<file path="src/rtl/uart_result_reporter.sv">
// Watches the processor result word, queues every change and prints it over UART 8N1
// as 8 uppercase hex digits plus a separator (" " by default, CR LF when RPT_CRLF_EN is defined).
module uart_result_reporter #(
  parameter int CLK_DIV    = 868,
  parameter int FIFO_DEPTH = 16,
  parameter int DROP_W     = 8
) (
  input  logic                          clk,
  input  logic                          rst,
  input  logic [31:0]                   val,
  output logic                          txd,
  output logic                          busy,
  output logic [$clog2(FIFO_DEPTH):0]   level,
  output logic [DROP_W-1:0]             drop_cnt,
  output logic [1:0]                    dbg_state
);

  localparam int AW = $clog2(FIFO_DEPTH);
  localparam int BW = $clog2(CLK_DIV);
  localparam logic [BW-1:0] BAUD_MAX = BW'(CLK_DIV - 1);
`ifdef RPT_CRLF_EN
  localparam logic [3:0] LAST_IDX = 4'd9;
`else
  localparam logic [3:0] LAST_IDX = 4'd8;
`endif

  typedef enum logic [1:0] {S_IDLE, S_START, S_DATA, S_STOP} state_t;

  state_t            r_state;
  state_t            w_next_state;
  logic [31:0]       r_prev;
  logic [31:0]       r_mem [FIFO_DEPTH];
  logic [AW:0]       r_wptr;
  logic [AW:0]       r_rptr;
  logic [DROP_W-1:0] r_drop;
  logic [BW-1:0]     r_baud;
  logic [2:0]        r_bit;
  logic [3:0]        r_char_idx;
  logic [31:0]       r_word;
  logic [7:0]        w_char;
  logic              w_push_req;
  logic              w_full;
  logic              w_empty;
  logic              w_push;
  logic              w_baud_done;
  logic              w_last_char;
  logic              w_pop;
  logic              w_next_char;
  logic              w_txd;

  assign w_push_req  = (val != r_prev);
  assign w_full      = (r_wptr[AW] != r_rptr[AW]) && (r_wptr[AW-1:0] == r_rptr[AW-1:0]);
  assign w_empty     = (r_wptr == r_rptr);
  // Full is judged on the pre-edge pointers, so a pop on the same edge cannot rescue a push.
  assign w_push      = w_push_req && !w_full;
  assign w_baud_done = (r_baud == BAUD_MAX);
  assign w_last_char = (r_char_idx == LAST_IDX);

  assign level     = r_wptr - r_rptr;
  assign drop_cnt  = r_drop;
  assign busy      = (level != '0) || (r_state != S_IDLE);
  assign txd       = w_txd;
  assign dbg_state = r_state;

  // Current character: top nibble of the shift word as hex, then the separator(s).
  always_comb begin
    w_char = 8'h20;
    if (r_char_idx < 4'd8) begin
      w_char = (r_word[31:28] < 4'd10) ? {4'h3, r_word[31:28]}
                                       : {4'h0, r_word[31:28]} + 8'h37;
    end
`ifdef RPT_CRLF_EN
    else if (r_char_idx == 4'd8) begin
      w_char = 8'h0D;
    end else begin
      w_char = 8'h0A;
    end
`endif
  end

  always_ff @(posedge clk or negedge rst) begin
    if (!rst) begin
      r_state <= S_IDLE;
    end else begin
      r_state <= w_next_state;
    end
  end

  always_comb begin
    w_next_state = r_state;
    case (r_state)
      S_IDLE:  if (!w_empty) w_next_state = S_START;
      S_START: if (w_baud_done) w_next_state = S_DATA;
      S_DATA:  if (w_baud_done && (r_bit == 3'd7)) w_next_state = S_STOP;
      S_STOP: begin
        if (w_baud_done) begin
          if (!w_last_char || !w_empty) w_next_state = S_START;
          else                          w_next_state = S_IDLE;
        end
      end
      default: w_next_state = S_IDLE;
    endcase
  end

  always_comb begin
    w_txd       = 1'b1;
    w_pop       = 1'b0;
    w_next_char = 1'b0;
    case (r_state)
      S_IDLE: w_pop = !w_empty;
      S_START: w_txd = 1'b0;
      S_DATA: w_txd = w_char[r_bit];
      S_STOP: begin
        w_pop       = w_baud_done && w_last_char && !w_empty;
        w_next_char = w_baud_done && !w_last_char;
      end
      default: w_txd = 1'b1;
    endcase
  end

  always_ff @(posedge clk or negedge rst) begin
    if (!rst) begin
      r_prev <= '0;
      r_wptr <= '0;
      r_rptr <= '0;
      r_drop <= '0;
    end else begin
      if (w_push_req) r_prev <= val;
      if (w_push) r_wptr <= r_wptr + 1'b1;
      if (w_pop) r_rptr <= r_rptr + 1'b1;
      if (w_push_req && w_full && (r_drop != '1)) r_drop <= r_drop + 1'b1;
    end
  end

  always_ff @(posedge clk) begin
    if (w_push) r_mem[r_wptr[AW-1:0]] <= val;
  end

  // Baud counter restarts on every state or bit change; the bit index only advances in DATA.
  always_ff @(posedge clk or negedge rst) begin
    if (!rst) begin
      r_baud     <= '0;
      r_bit      <= '0;
      r_char_idx <= '0;
      r_word     <= '0;
    end else begin
      if ((r_state == S_IDLE) || w_baud_done) r_baud <= '0;
      else                                    r_baud <= r_baud + BW'(1);
      if (r_state != S_DATA)  r_bit <= '0;
      else if (w_baud_done)   r_bit <= r_bit + 3'd1;
      if (w_pop) begin
        r_word     <= r_mem[r_rptr[AW-1:0]];
        r_char_idx <= '0;
      end else if (w_next_char) begin
        r_word     <= {r_word[27:0], 4'h0};
        r_char_idx <= r_char_idx + 4'd1;
      end
    end
  end

endmodule

</file>
<file path="config.mk">
export PLATFORM = sky130hd
export DESIGN_NAME = uart_result_reporter
export DESIGN_NICKNAME = d
export VERILOG_FILES = /design/src/rtl/uart_result_reporter.sv
export SDC_FILE = /design/constraint.sdc
export NUM_CORES = 1
export LEC_CHECK = 0
export ABC_AREA = 1
export ABC_CLOCK_PERIOD_IN_PS = 4200
export CELL_PAD_IN_SITES_DETAIL_PLACEMENT = 0
export CELL_PAD_IN_SITES_GLOBAL_PLACEMENT = 1
export CORE_ASPECT_RATIO = 0.9
export CORE_MARGIN = 2
export CORE_UTILIZATION = 45
export CTS_CLUSTER_DIAMETER = 80
export DETAILED_ROUTE_END_ITERATION = 8
export PLACE_DENSITY = 0.7
export SLEW_MARGIN = 20
export SYNTH_ARGS = -nofsm -noshare
export SYNTH_HDL_FRONTEND = slang
export SYNTH_SLANG_ARGS = --single-unit
</file>
<file path="constraint.sdc">
create_clock -name clk -period 4.2 [get_ports clk]
set_clock_uncertainty 0.05 [all_clocks]
set_input_delay 1.05 -clock clk [delete_from_list [all_inputs] [get_ports clk]]
set_output_delay 1.05 -clock clk [all_outputs]
set_load 0.05 [all_outputs]
</file>
==> results of run 1 <==
-- cell type report --
| type | instances | share of cell area (%) |
|---|---|---|
| flip-flops and latches | 613 | 60.6 |
| multi-input cells | 1440 | 23.3 |
| clock buffers | 93 | 6.42 |
| repair buffers | 134 | 4.50 |
| well taps | 765 | 3.24 |
| inverters | 85 | 1.11 |
| clock inverters | 31 | 0.864 |
-- critical path: cells and delay by family (launching register included) --
family / cells / cell delay, ps
buffers and inverters: 3 / 460
AND/OR/NAND/NOR: 4 / 460
XOR/XNOR: 1 / 180
flip-flops: 1 / 430
adder cells (fa/ha/maj): 2 / 590
-- sequential cells by signal, indices dropped and copies added, names as in the netlist, 4 cells and up --
register and count:
r_baud 10, r_word 32, r_wptr 5, r_mem 512
r_prev 32, r_char_idx 4, r_rptr 5, drop_cnt 8
-- how the worst max path moves through the flow --
stage / startpoint / end / slack [ps] / depth (start not counted)
finish: r_wptr[0]$_DFFE_PN0P_ / busy / 360 / 10
global route: r_word[28]$_DFFE_PN0P_ / txd / 160 / 13
CTS: r_wptr[0]$_DFFE_PN0P_ / busy / 320 / 10
detailed placement: val[16] / r_mem[14][23]$_DFFE_PP_ / 660 / 11
global placement: val[17] / r_mem[14][3]$_DFFE_PP_ / 620 / 11
floorplan: r_rptr[2]$_DFFE_PN0P_ / busy / 400 / 9
-- power by group through the flow --
stage	Combinational [mW]	Clock, mW	Sequential, mW
after floorplan	0.338	0	6.93
after global placement	0.823	0	6.93
after detailed placement	0.825	0	6.94
after CTS	0.828	5.83	6.81
after global routing	0.891	6.06	6.83
final	0.823	5.72	6.81
-- cells in the mapped netlist (all sizes together) (2+ instances only) --
master,count
ha,21
xnor2,31
nand3,213
edfxtp,512
o22ai,2
nand2,373
dfrtp,101
o21ai,273
o211ai,29
a31oi,2
buf,86
a22o,4
clkbuf,68
inv,84
nand3b,3
xor2,15
nand4,4
a21oi,17
nor3b,2
nor3,6
nor2,442
-- layout by cell type, fill, tap and decap left out, types with 30 or more instances in the layout --
cell             netlist  layout
o21ai_1               46      46
xnor2_1               30      30
buf_4                 26      73
dfrtp_1              101      98
nor2_1               438     421
nand2_1              366     366
clkdlybuf4s50_1        0      44
inv_1                 77      77
edfxtp_1             512     512
clkbuf_16              0      70
nand3_1              212     212
o21ai_0              226     226
-- metrics by stage --
| stage | cell area (µm²) | util, % | instances | hold slack [ps] | setup WS [ps] |
|---|---|---|---|---|---|
| 5_1_grt | 29500 | 52.0 | 3161 | 451 | 164 |
| 3_5_place_dp | 27400 | 48.2 | 3037 | 419 | 660 |
| 2_1_floorplan | 25800 | - | 2292 | 383 | 405 |
| 4_1_cts | 29500 | 52.0 | 3161 | 427 | 315 |
| 3_3_place_gp | 27400 | 48.2 | 3037 | 400 | 620 |
| 6_report | 29500 | 52.0 | 3161 | 415 | 365 |
-- cell families (layout without fill, tap and decap cells) --
| group | count (synthesis) | in the layout | share of synthesized area (%) |
|---|---|---|---|
| and+or+nand+nor | 1045 | 1045 | 16.7 |
| AOI/OAI and AO/OA | 327 | 327 | 6.72 |
| buffers and inverters | 239 | 343 | 4.42 |
| xor gates and xnor gates | 46 | 46 | 1.59 |
| DFF | 613 | 613 | 69.5 |
| adders and majority gates | 22 | 22 | 1.10 |
-- layer usage --
layer	vias to the layer above	part of all wire (%)	routed length (µm)	GRT usage [%]
li1	7963	-	-	-
met1	8321	46	30900	33.1
met2	459	46	30600	36.0
met3	100	5.2	3460	3.46
met4	2	2.4	1600	6.43
met5	-	0.020	13	0
==> results.yml, run 1 <==
status:
  status: "complete, no violations"
placement:
  io_buffer_count: 50
  place.gp.congestion: 0.822
  hpwl_um: 39500
worst_setup_path:
  reg2reg_to: "r_word[10]$_DFFE_PN0P_"
  crit_slowest_cell: "dfrtp_1"
  reg2regPathDepth: 12
  regToRegStartpoint: "r_rptr[0]$_DFFE_PN0P_"
  critical_path_class: "register to primary output"
  crit_arrival_ps: 2740
  worst_setup_path_end_kind: "primary output"
  cp-start-kind: "register"
  cp_common_cell: "inv_1"
  crit_chain: "inv_1, ha_1, inv_1, fa_1, nand3_1, nand2_1, xor2_1, nor3_1, nand4_1, buf_12"
  r2r_slack_ps: 1270
  required_ps: 3100
  worstPathMaxFanout: 5
  critPathMaxStageDelay_ps: 430
logic_synthesis:
  yosys_warnings: 0
  avgSynthCellArea_um2: 11.2
  synthCells: 2292
  syn_nets: 2348
  synth_edf_count: 512
  synth_flop_cell: "edfxtp_1"
  yosys.area.top_type_share_pct: 59.7
  ys_seq_area_share_pct: 69.5
  synth_cell_types: 41
  synth.largest_area_cell: "edfxtp_1"
  yosys-top-cells-area: "edfxtp_1, dfrtp_1, nor2_1"
  async_flop_share_pct: 16.5
  netlist_area_um2: 25800
  synth-seq-cells: 613
finish:
  ff_latch_area_um2: 17900
  multi_input_area_um2: 6870
  drive_gt1_share_pct: 9.47
  diodes: 0
  fillers: 4916
  syn2layout_area_growth_pct: 14.6
  nNetsFinal: 2397
cts:
  cts_buffers: 67
  clock_sinks: 613
  cts_setup_buffers: 0
  clockRootBuffer: "clkbuf_16"
  cts_resized: 0
  htree_levels: 3
  cts_tree: "yes"
  cts_hold_buf: 0
  clkLatencyLatePin_ps: 610
  clk_path_buf_depth: 3
  clkTransAtPathRegs_ps: 60
global_route:
  grt_use_total_pct: 22.8
  grt_max_degree: 193
  antenna_found_initial: 1
  gr-total-overflow: 0
  grt_pass1_vias: 16500
  grt_pass1_wl_um: 102000
floorplan:
  die_x_um: 256
  core_area_um2: 56800
  chipHeight_um: 231
  io_pins: 51
  die-area_um2: 59200
  rows: 83
  start_util_pct: 45.4
pwr:
  peakVddDrop_v: 0.000356
  seqPwrFrac_pct: 51.0
  power_frac_clock_pct: 42.8
  sw_frac_of_total_pct: 22.5
  power_density_nw_per_um2: 452
  p_switching_mw: 3.00
  p_int_mw: 10.4
  leakagePower_nw: 10.7
  fin_total_pwr_mw: 13.4
  combPwrFrac_pct: 6.2
min_path:
  min_to: "r_baud[0]$_DFF_PN0_"
  hold_start: "r_baud[0]$_DFF_PN0_"
  worstHoldPathCells: 1
  hp-class: "register to register"
sta:
  setup-tns-final_ps: 0
  drv_slew: 0
  min_period_ps: 3840
  setup_viol: 0
  max_freq_mhz: 261
  rsz0062_at_grt: "false"
  worstMarginPinSlew_ps: 1050
  hold_viol: 0
  fin_crit_sh_pct: 91.3
  slew_headroom_pct: 30.2
route:
  drtIter0Drc: 1627
  vias: 16800
  dr.pass1.iters: 5
  drc_errors: 0
  wl_per_cell_um: 21.1
  viasPerCell: 5.33
  final_antenna_net_count: 0
  routed_wl_um: 66600
flow_run:
  cap_violations: 0
Power figures use the tool's default switching activity.
==> run 2: changes to the inputs <==
--- a/config.mk
+++ b/config.mk
@@ -6,15 +6,15 @@
 export NUM_CORES = 1
 export LEC_CHECK = 0
 export ABC_AREA = 1
-export ABC_CLOCK_PERIOD_IN_PS = 4200
+export ABC_CLOCK_PERIOD_IN_PS = 4800
 export CELL_PAD_IN_SITES_DETAIL_PLACEMENT = 0
 export CELL_PAD_IN_SITES_GLOBAL_PLACEMENT = 1
 export CORE_ASPECT_RATIO = 0.9
 export CORE_MARGIN = 2
-export CORE_UTILIZATION = 45
+export CORE_UTILIZATION = 54
 export CTS_CLUSTER_DIAMETER = 80
 export DETAILED_ROUTE_END_ITERATION = 8
-export PLACE_DENSITY = 0.7
+export PLACE_DENSITY = 0.82
 export SLEW_MARGIN = 20
 export SYNTH_ARGS = -nofsm -noshare
 export SYNTH_HDL_FRONTEND = slang
==> constraint.sdc (replaced) <==
create_clock -name clk -period 4.8 [get_ports clk]
set_clock_uncertainty 0.05 [all_clocks]
set_input_delay 1.2 -clock clk [delete_from_list [all_inputs] [get_ports clk]]
set_output_delay 1.2 -clock clk [all_outputs]
set_load 0.05 [all_outputs]
==> run 2 against run 1 <==
Core utilization is 9.9 points higher. Non-clock buffer count is 20 lower. Sequential share of layout area is 1.1 points higher. Largest cell class unchanged. Largest power group unchanged. Highest routed layer unchanged.
==> results.yml, run 2 (same netlist as run 1, synthesis figures left out) <==
flow_run:
  cap_violations: 0
global_route:
  grt_pass1_wl_um: 95000
  grt_pass1_vias: 16300
  gr-total-overflow: 0
  grt_max_degree: 164
  grt_use_total_pct: 25.7
  antenna_found_initial: 1
worst_setup_path:
  reg2reg_to: "r_mem[0][5]$_DFFE_PP_"
  critPathMaxStageDelay_ps: 810
  crit_slowest_cell: "clkdlybuf4s50_1"
  crit_cells: 5
  r2r_slack_ps: 1750
  reg2regPathDepth: 9
  required_ps: 3550
  regToRegStartpoint: "r_wptr[0]$_DFFE_PN0P_"
  worst-path-buf-inv: 2
  worstPathMaxFanout: 7
  cp-endpoint: "txd"
  critical_path_class: "register to primary output"
  crit_arrival_ps: 2830
  cp-start-kind: "register"
  worst_setup_path_end_kind: "primary output"
  crit_start: "dbg_state[0]$_DFFE_PN0P_"
  critical_path.top_delay_family: "buffers and inverters"
  crit_chain: "inv_1, ha_1, or2_2, nand2_1, clkdlybuf4s50_1"
sta:
  hold_viol: 0
  post-route-worst-setup-slack_ps: 723
  min_period_ps: 4080
  fin_crit_sh_pct: 84.9
  rsz0062_at_grt: "false"
  slew_headroom_pct: 26.8
  worstMarginPinSlew_ps: 1090
  setup-tns-final_ps: 0
  max_freq_mhz: 245
  drv_slew: 0
  fin_hold_ws_ps: 419
  setup_viol: 0
finish:
  ff_latch_area_um2: 17900
  largest_reg_flops: 512
  layout_commonest_cell: "edfxtp_1"
  nNetsFinal: 2371
  final_core_util_pct: 62.0
  diodes: 0
  layout_common_cells: "edfxtp_1, nor2_1, nand2_1"
  final-instance-count-excl-fill: 2984
  fin_area_um2: 29000
  syn2layout_area_growth_pct: 12.6
  drive_gt1_share_pct: 8.61
  multi_input_area_um2: 6870
  fillers: 3606
placement:
  post_dp_cell_area_um2: 26900
  dpl_worst_slack_ps: 562
  placed_cells: 2863
  hpwl_um: 36300
  place.gp.congestion: 0.811
  io_buffer_count: 50
route:
  final_antenna_net_count: 0
  drc_errors: 0
  dr.pass1.iters: 5
  vias: 16700
  drtIter0Drc: 1723
  routed_wl_um: 61700
  viasPerCell: 5.59
  wl_per_cell_um: 20.7
pwr:
  fin_total_pwr_mw: 11.2
  peakVddDrop_v: 0.000284
  leakagePower_nw: 10.5
  power_density_nw_per_um2: 388
floorplan:
  core_area_um2: 46800
  io_pins: 51
  start_util_pct: 55.0
  chipHeight_um: 211
  die_x_um: 234
  die-area_um2: 49500
  rows: 75
min_path:
  hp-class: "register to register"
cts:
  cts_resized: 0
  clkTransAtPathRegs_ps: 60
  cts_setup_buffers: 0
  cts_hold_buf: 0
  cts_buffers: 61
  clock_sinks: 613
  clk_path_buf_depth: 3
  clkLatencyLatePin_ps: 630
  htree_levels: 2
  cts_tree: "yes"
  clockRootBuffer: "clkbuf_16"
status:
  status: "complete, no violations"
run 2: cell count changes in the layout (fill, tap and decap cells not counted), sizes merged:
cell and change:
clkinv +2, clkinvlp -1, buf -21, clkbuf -9, clkdlybuf4s50 +1
run 2: where the power goes:
group / internal (mW) / switching, mW
registers: 5.92 / 0.0474
clock network: 2.66 / 1.99
logic: 0.208 / 0.421
total: 8.78 / 2.46
run 2: layout make-up:
type | instances | area share, %
inverter | 85 | 1.13
timing repair buffer | 114 | 4.00
multi-input combinational | 1440 | 23.7
sequential | 613 | 61.7
clock inverter | 32 | 0.880
tap | 616 | 2.66
clock buffer | 84 | 5.91
run 2: layer usage:
metal	routed length (µm)	vias to the layer above	global-route usage, %
met2	29600	513	41.9
met1	26100	8133	34.9
met4	2350	2	10.7
li1	-	7919	-
met3	3530	126	3.70
met5	13	-	0
run 2: worst min-delay path by stage:
stage / start / endpoint / slack, ps / cells past startpoint
detailed placement: r_baud[0]$_DFF_PN0_ / r_baud[0]$_DFF_PN0_ / 410 / 1
floorplan: r_baud[0]$_DFF_PN0_ / r_baud[0]$_DFF_PN0_ / 380 / 1
CTS: r_baud[0]$_DFF_PN0_ / r_baud[0]$_DFF_PN0_ / 420 / 1
global route: r_baud[0]$_DFF_PN0_ / r_baud[0]$_DFF_PN0_ / 430 / 1
finish: r_baud[0]$_DFF_PN0_ / r_baud[0]$_DFF_PN0_ / 420 / 1
global placement: r_baud[0]$_DFF_PN0_ / r_baud[0]$_DFF_PN0_ / 400 / 1
